### src/rtl/alink_tx_ctrl.sv
// alink_tx_ctrl
// Drains the ALINK TX FIFO one frame at a time. Each frame is a header word
// (channel in [CH_W-1:0], payload length N in [8+LEN_W-1:8]) followed by N
// payload words. The header is consumed locally. A frame is started only once
// all of its words are in the FIFO. Frames on masked channels and frames with
// N=0 are discarded and counted in drop_cnt. All other frames are streamed to
// the PHY through a single registered valid/ready slot.
//
// Ports:
//   clk, rst                  clock, synchronous active-high reset
//   txfifo_dout/txempty/txcnt show-ahead FIFO head word, empty flag, occupancy
//   txfifo_pop                combinational pop of the head word
//   reg_flush                 abort pulse; overrides everything in its cycle
//   reg_mask, busy            per-channel drop mask and hold-off bits
//   tx_valid/tx_ready/tx_word output stream handshake and data
//   tx_ch, tx_sof, tx_eof     frame channel and first/last word markers
//   frame_cnt, drop_cnt       wrapping sent / dropped frame counters
module alink_tx_ctrl #(
  parameter int CH_W  = 5,
  parameter int LEN_W = 8
) (
  input  logic             clk,
  input  logic             rst,
  input  logic [31:0]      txfifo_dout,
  input  logic             txempty,
  input  logic [10:0]      txcnt,
  output logic             txfifo_pop,
  input  logic             reg_flush,
  input  logic [31:0]      reg_mask,
  input  logic [31:0]      busy,
  output logic             tx_valid,
  input  logic             tx_ready,
  output logic [31:0]      tx_word,
  output logic [CH_W-1:0]  tx_ch,
  output logic             tx_sof,
  output logic             tx_eof,
  output logic [15:0]      frame_cnt,
  output logic [15:0]      drop_cnt
);

  typedef enum logic [1:0] {
    S_IDLE,
    S_WAIT_BUSY,
    S_SEND,
    S_DROP
  } state_t;

  state_t            state, state_nxt;
  logic [LEN_W-1:0]  rem;
  logic [CH_W-1:0]   ch_q;
  logic              first;

  logic [LEN_W-1:0]  hdr_n;
  logic [CH_W-1:0]   hdr_ch;
  logic [10:0]       need;
  logic              slot_free;
  logic              last_word;

  logic              hdr_take;
  logic              load;
  logic              drop_pop;
  logic              sent_inc;
  logic              drop_inc;

  assign hdr_n     = txfifo_dout[8+LEN_W-1:8];
  assign hdr_ch    = txfifo_dout[CH_W-1:0];
  assign need      = 11'(hdr_n) + 11'd1;
  assign slot_free = !tx_valid || tx_ready;
  assign last_word = (rem == LEN_W'(1));

  always_comb begin
    state_nxt  = state;
    txfifo_pop = 1'b0;
    hdr_take   = 1'b0;
    load       = 1'b0;
    drop_pop   = 1'b0;
    sent_inc   = 1'b0;
    drop_inc   = 1'b0;
    if (!reg_flush) begin
      case (state)
        S_IDLE: begin
          if (!txempty) begin
            if (hdr_n == '0) begin
              txfifo_pop = 1'b1;
              drop_inc   = 1'b1;
            end else if (txcnt >= need) begin
              txfifo_pop = 1'b1;
              hdr_take   = 1'b1;
              state_nxt  = reg_mask[hdr_ch] ? S_DROP : S_WAIT_BUSY;
            end
          end
        end
        S_WAIT_BUSY: begin
          if (!busy[ch_q]) state_nxt = S_SEND;
        end
        S_SEND: begin
          if (rem != '0 && slot_free && !txempty) begin
            load       = 1'b1;
            txfifo_pop = 1'b1;
            if (last_word) begin
              sent_inc  = 1'b1;
              state_nxt = S_IDLE;
            end
          end
        end
        S_DROP: begin
          if (rem != '0 && !txempty) begin
            drop_pop   = 1'b1;
            txfifo_pop = 1'b1;
            if (last_word) begin
              drop_inc  = 1'b1;
              state_nxt = S_IDLE;
            end
          end
        end
        default: state_nxt = S_IDLE;
      endcase
    end
  end

  always_ff @(posedge clk) begin
    if (rst) begin
      state     <= S_IDLE;
      rem       <= '0;
      ch_q      <= '0;
      first     <= 1'b0;
      tx_valid  <= 1'b0;
      tx_word   <= '0;
      tx_ch     <= '0;
      tx_sof    <= 1'b0;
      tx_eof    <= 1'b0;
      frame_cnt <= '0;
      drop_cnt  <= '0;
    end else if (reg_flush) begin
      state    <= S_IDLE;
      rem      <= '0;
      first    <= 1'b0;
      tx_valid <= 1'b0;
      tx_sof   <= 1'b0;
      tx_eof   <= 1'b0;
    end else begin
      state <= state_nxt;
      if (hdr_take) begin
        rem   <= hdr_n;
        ch_q  <= hdr_ch;
        first <= 1'b1;
        // The next header can arrive while the previous last word is still
        // stalled in the slot; tx_ch must not change under a held word, so the
        // channel is also carried in ch_q and re-applied on every load.
        if (slot_free) tx_ch <= hdr_ch;
      end
      if (load) begin
        tx_word  <= txfifo_dout;
        tx_valid <= 1'b1;
        tx_sof   <= first;
        tx_eof   <= last_word;
        tx_ch    <= ch_q;
        first    <= 1'b0;
        rem      <= rem - LEN_W'(1);
      end else if (tx_valid && tx_ready) begin
        tx_valid <= 1'b0;
      end
      if (drop_pop) rem <= rem - LEN_W'(1);
      if (sent_inc) frame_cnt <= frame_cnt + 16'd1;
      if (drop_inc) drop_cnt  <= drop_cnt + 16'd1;
    end
  end

endmodule
### config.mk
export PLATFORM = sky130hd
export DESIGN_NAME = alink_tx_ctrl
export DESIGN_NICKNAME = d
export VERILOG_FILES = /design/src/rtl/alink_tx_ctrl.sv
export SDC_FILE = /design/constraint.sdc
export NUM_CORES = 1
export LEC_CHECK = 0
export ABC_AREA = 1
export CAP_MARGIN = 20
export CORE_MARGIN = 2
export CORE_UTILIZATION = 46
export CTS_BUF_LIST = sky130_fd_sc_hd__clkbuf_16
export DETAILED_ROUTE_END_ITERATION = 10
export PLACE_DENSITY_LB_ADDON = 0.05
export SYNTH_ARGS = -nofsm -noshare
export SYNTH_HDL_FRONTEND = slang
export SYNTH_SLANG_ARGS = --single-unit
### constraint.sdc
create_clock -name clk -period 2.6 [get_ports clk]
set_input_delay 0.26 -clock clk [delete_from_list [all_inputs] [get_ports clk]]
set_output_delay 0.26 -clock clk [all_outputs]
set_load 0.01 [all_outputs]
==> flow_summary.toml <==
[run_status]
status = "complete, no violations"

[critical_path]
cp_common_cell = "buf_4"
end_kind = "register"
path_max_fanout = 9
r2r_end = "tx_ch[2]"
critical-path-top-delay-family = "buffers and inverters"
max_stage_delay_ns = 0.25
ff2ff_path_depth = 11
r2r_slack_ns = 0.46
worst_ep_required_time_ns = 2.84
arrival_ns = 2.69
worst-path-buf-inv = 7
crit_type = "input port to register"
cp_slowest_cell = "dlygate4sd2_1"
startpoint_type = "input port"
crit_chain = "dlygate4sd2_1 > nand2_2 > nor2_2 > buf_4 > xor2_1 > ha_1 > nand2_1 > inv_1 > nand2_1 > a21oi_2 > nor2_1 > nand2_2 > buf_4 > buf_4 > buf_4 > nand3_4 > buf_6 > nand2_8 > o211ai_1 > nor2_1"
rr_startpoint = "rem[0]"

[clocking]
clk-insertion-delay-late_ns = 0.34
path_clk_slew_ns = 0.07
clockBufferDepth = 2
htreeDepth = 3
cts-hold-fix-buffers = 0
clock_sinks = 88
cts-root-buf = "clkbuf_16"
cts_buffers = 9
cts_tree = "yes"

[timing]
min_period_ns = 2.46
tightestPinTransition_ns = 0.561
fmax_mhz = 407
relSlewSlack = 0.625
hold_viol_final = 0
slew_viol_final = 0
finalClockSkew_ns = 0.00919
setup_viol = 0
finalCritPeriodShare = 0.945

[synthesis]
syn-cell-area_um2 = 5290
synth.most_common_cell = "nand2_1"
synthDistinctLibCells = 42
synth_seq_cells = 88
synthTopCellsByCount = "nand2_1, nor2_1, dfxtp_1"
synth_top_area_cell = "dfxtp_1"
synthFlopType = "dfxtp_1"
synthTopCellsByArea = "dfxtp_1, nand2_1, nor2_1, nand3_1, o21ai_0"
synth_edf_count = 0
ys_seq_area_frac = 0.333
yosys_warnings = 0
synth-async-reset-ratio = 0
syn_area_per_cell_um2 = 6.70
synthesis.nets = 922
postSynthCellCount = 790
synth_top_area_share = 0.333

[cells_and_area]
fin_nets = 1125
drive_gt1_frac = 0.0952
fill_cells = 1007
stdcell_count = 1141
antenna_cells = 0
syn_to_final_growth_pct = 46.8
final_core_util = 0.686

[detailed_routing]
ant_nets = 0
wirelength_um = 15400
via_count = 5934
wl_per_cell_um = 13.5
drc_errors = 0
firstDrtPassIters = 5
vias_per_cell = 5.20
first_iter_violations = 357

[placement]
place_inst = 1122
io_buffers = 184
gp_congestion = 0.926
hpwl_um = 11700

[grt]
grt_util_met3 = 0.0525
grt_pass1_wl_um = 26000
grt_max_degree = 54
grt.busiest_layer = "met2"
overflow = 0
antenna_found_initial = 0
gr-usage-met2 = 0.426
track_usage = 0.249
grt_pass1_vias = 5665
grt_use_met1 = 0.305

[floorplan]
die-height_um = 111
die_width_um = 111
pin_count = 185
dieArea_um2 = 12400
core_area_um2 = 11300
start_util = 0.467
rows = 39

[power]
p_per_area_nw_per_um2 = 434
power.leakage_nw = 3.21
irDropWorstVdd_uv = 355

[flow_run]
maxCapViolCount = 0

[worst_hold_path]
hp-start = "txfifo_dout[9]"
whs_path_depth = 4
worstHoldPathType = "input port to register"
hold_end = "rem[1]"
-- tightest hold or removal path, cell delays in order --
cell and delay, ns:
clkbuf_2 0.09, buf_4 0.11, nor2_1 0.05, nor3_1 0.12
-- placed cells by master, fill, tap and decap left out, types with 6 or more instances in the layout --
master           synthesis  layout
a21oi_1                 46      45
buf_4                    4      37
clkbuf_16                0       9
clkdlybuf4s50_1          0     176
dfxtp_1                 88      88
ha_1                    20      19
inv_1                   61      61
inv_2                    6       6
nand2_1                187     183
nand2_2                  5       8
nand3_1                 74      74
nand4_1                 20      20
nor2_1                 110     108
nor3_1                  21      21
o21ai_0                 57      55
xnor2_1                 11      11
xor2_1                  19      19
-- registers in the layout (all words and copies together) (netlist names) --
name	count
drop_cnt	16
tx_sof	1
tx_valid	1
state	2
frame_cnt	16
tx_word	32
tx_ch	5
tx_eof	1
rem	8
ch_q	5
first	1
-- per-layer routing --
layer  share of wire  vias to the layer above  wire [um]
met5               0                        -          0
met4           0.028                        0        433
met3           0.065                       39       1000
met2            0.48                      220       7320
met1            0.43                     2677       6640
li1                -                     2998          -
-- through the flow --
stage	worst slack [ns]	total power, mW	setup TNS [ns]	area [um2]	hold WS, ns
after global placement	-0.583	2.09	-6.28	7400	0.454
after floorplan	0.392	1.78	0	5290	0.330
final	0.142	3.37	0	7760	0.347
after detailed placement	-0.689	2.10	-7.68	7400	0.453
after CTS	0.00776	3.40	0	7720	0.456
after global routing	-0.0162	3.55	-0.0274	7760	0.365
-- cells by family after synthesis --
logic type               after synthesis  synth area share
adder cells (fa/ha/maj)               20            0.0473
buffers and inverters                101            0.0833
XOR/XNOR                              30            0.0497
flip-flops                            88             0.333
AO/OA/AOI/OAI                        115             0.119
AND/OR/NAND/NOR                      436             0.368
-- power by group --
group / total (mW) / internal (mW) / switching [mW]
logic: 0.674 / 0.341 / 0.334
registers: 1.41 / 1.38 / 0.0323
clock network: 1.28 / 0.679 / 0.603
total: 3.37 / 2.40 / 0.969
-- worst max path at each step --
stage	start	to	slack, ns	depth (start not counted)
2_1_floorplan	txfifo_dout[8]	txfifo_pop	0.39	14
3_3_place_gp	txfifo_dout[8]	txfifo_pop	-0.58	16
3_5_place_dp	txfifo_dout[9]	txfifo_pop	-0.69	16
4_1_cts	txfifo_dout[9]	txfifo_pop	0.008	16
5_1_grt	txfifo_dout[15]	txfifo_pop	-0.02	12
6_report	txfifo_dout[12]	rem[3]	0.14	20
-- timing repair --
item,CTS,global route
buffers inserted,2,1
setup endpoints to repair,9,22
gates resized for setup,15,17
pin swaps,7,11
-- cell type report --
type,instances,area [um2],share of cell area
inverters,71,272,0.0350
clock buffers,9,225,0.0290
flip-flops and latches,88,1760,0.227
repair buffers,222,2120,0.273
well taps,143,179,0.0230
clock inverters,7,67.6,0.00870
multi-input cells,601,3140,0.405
(Power assumes the default switching activity.)
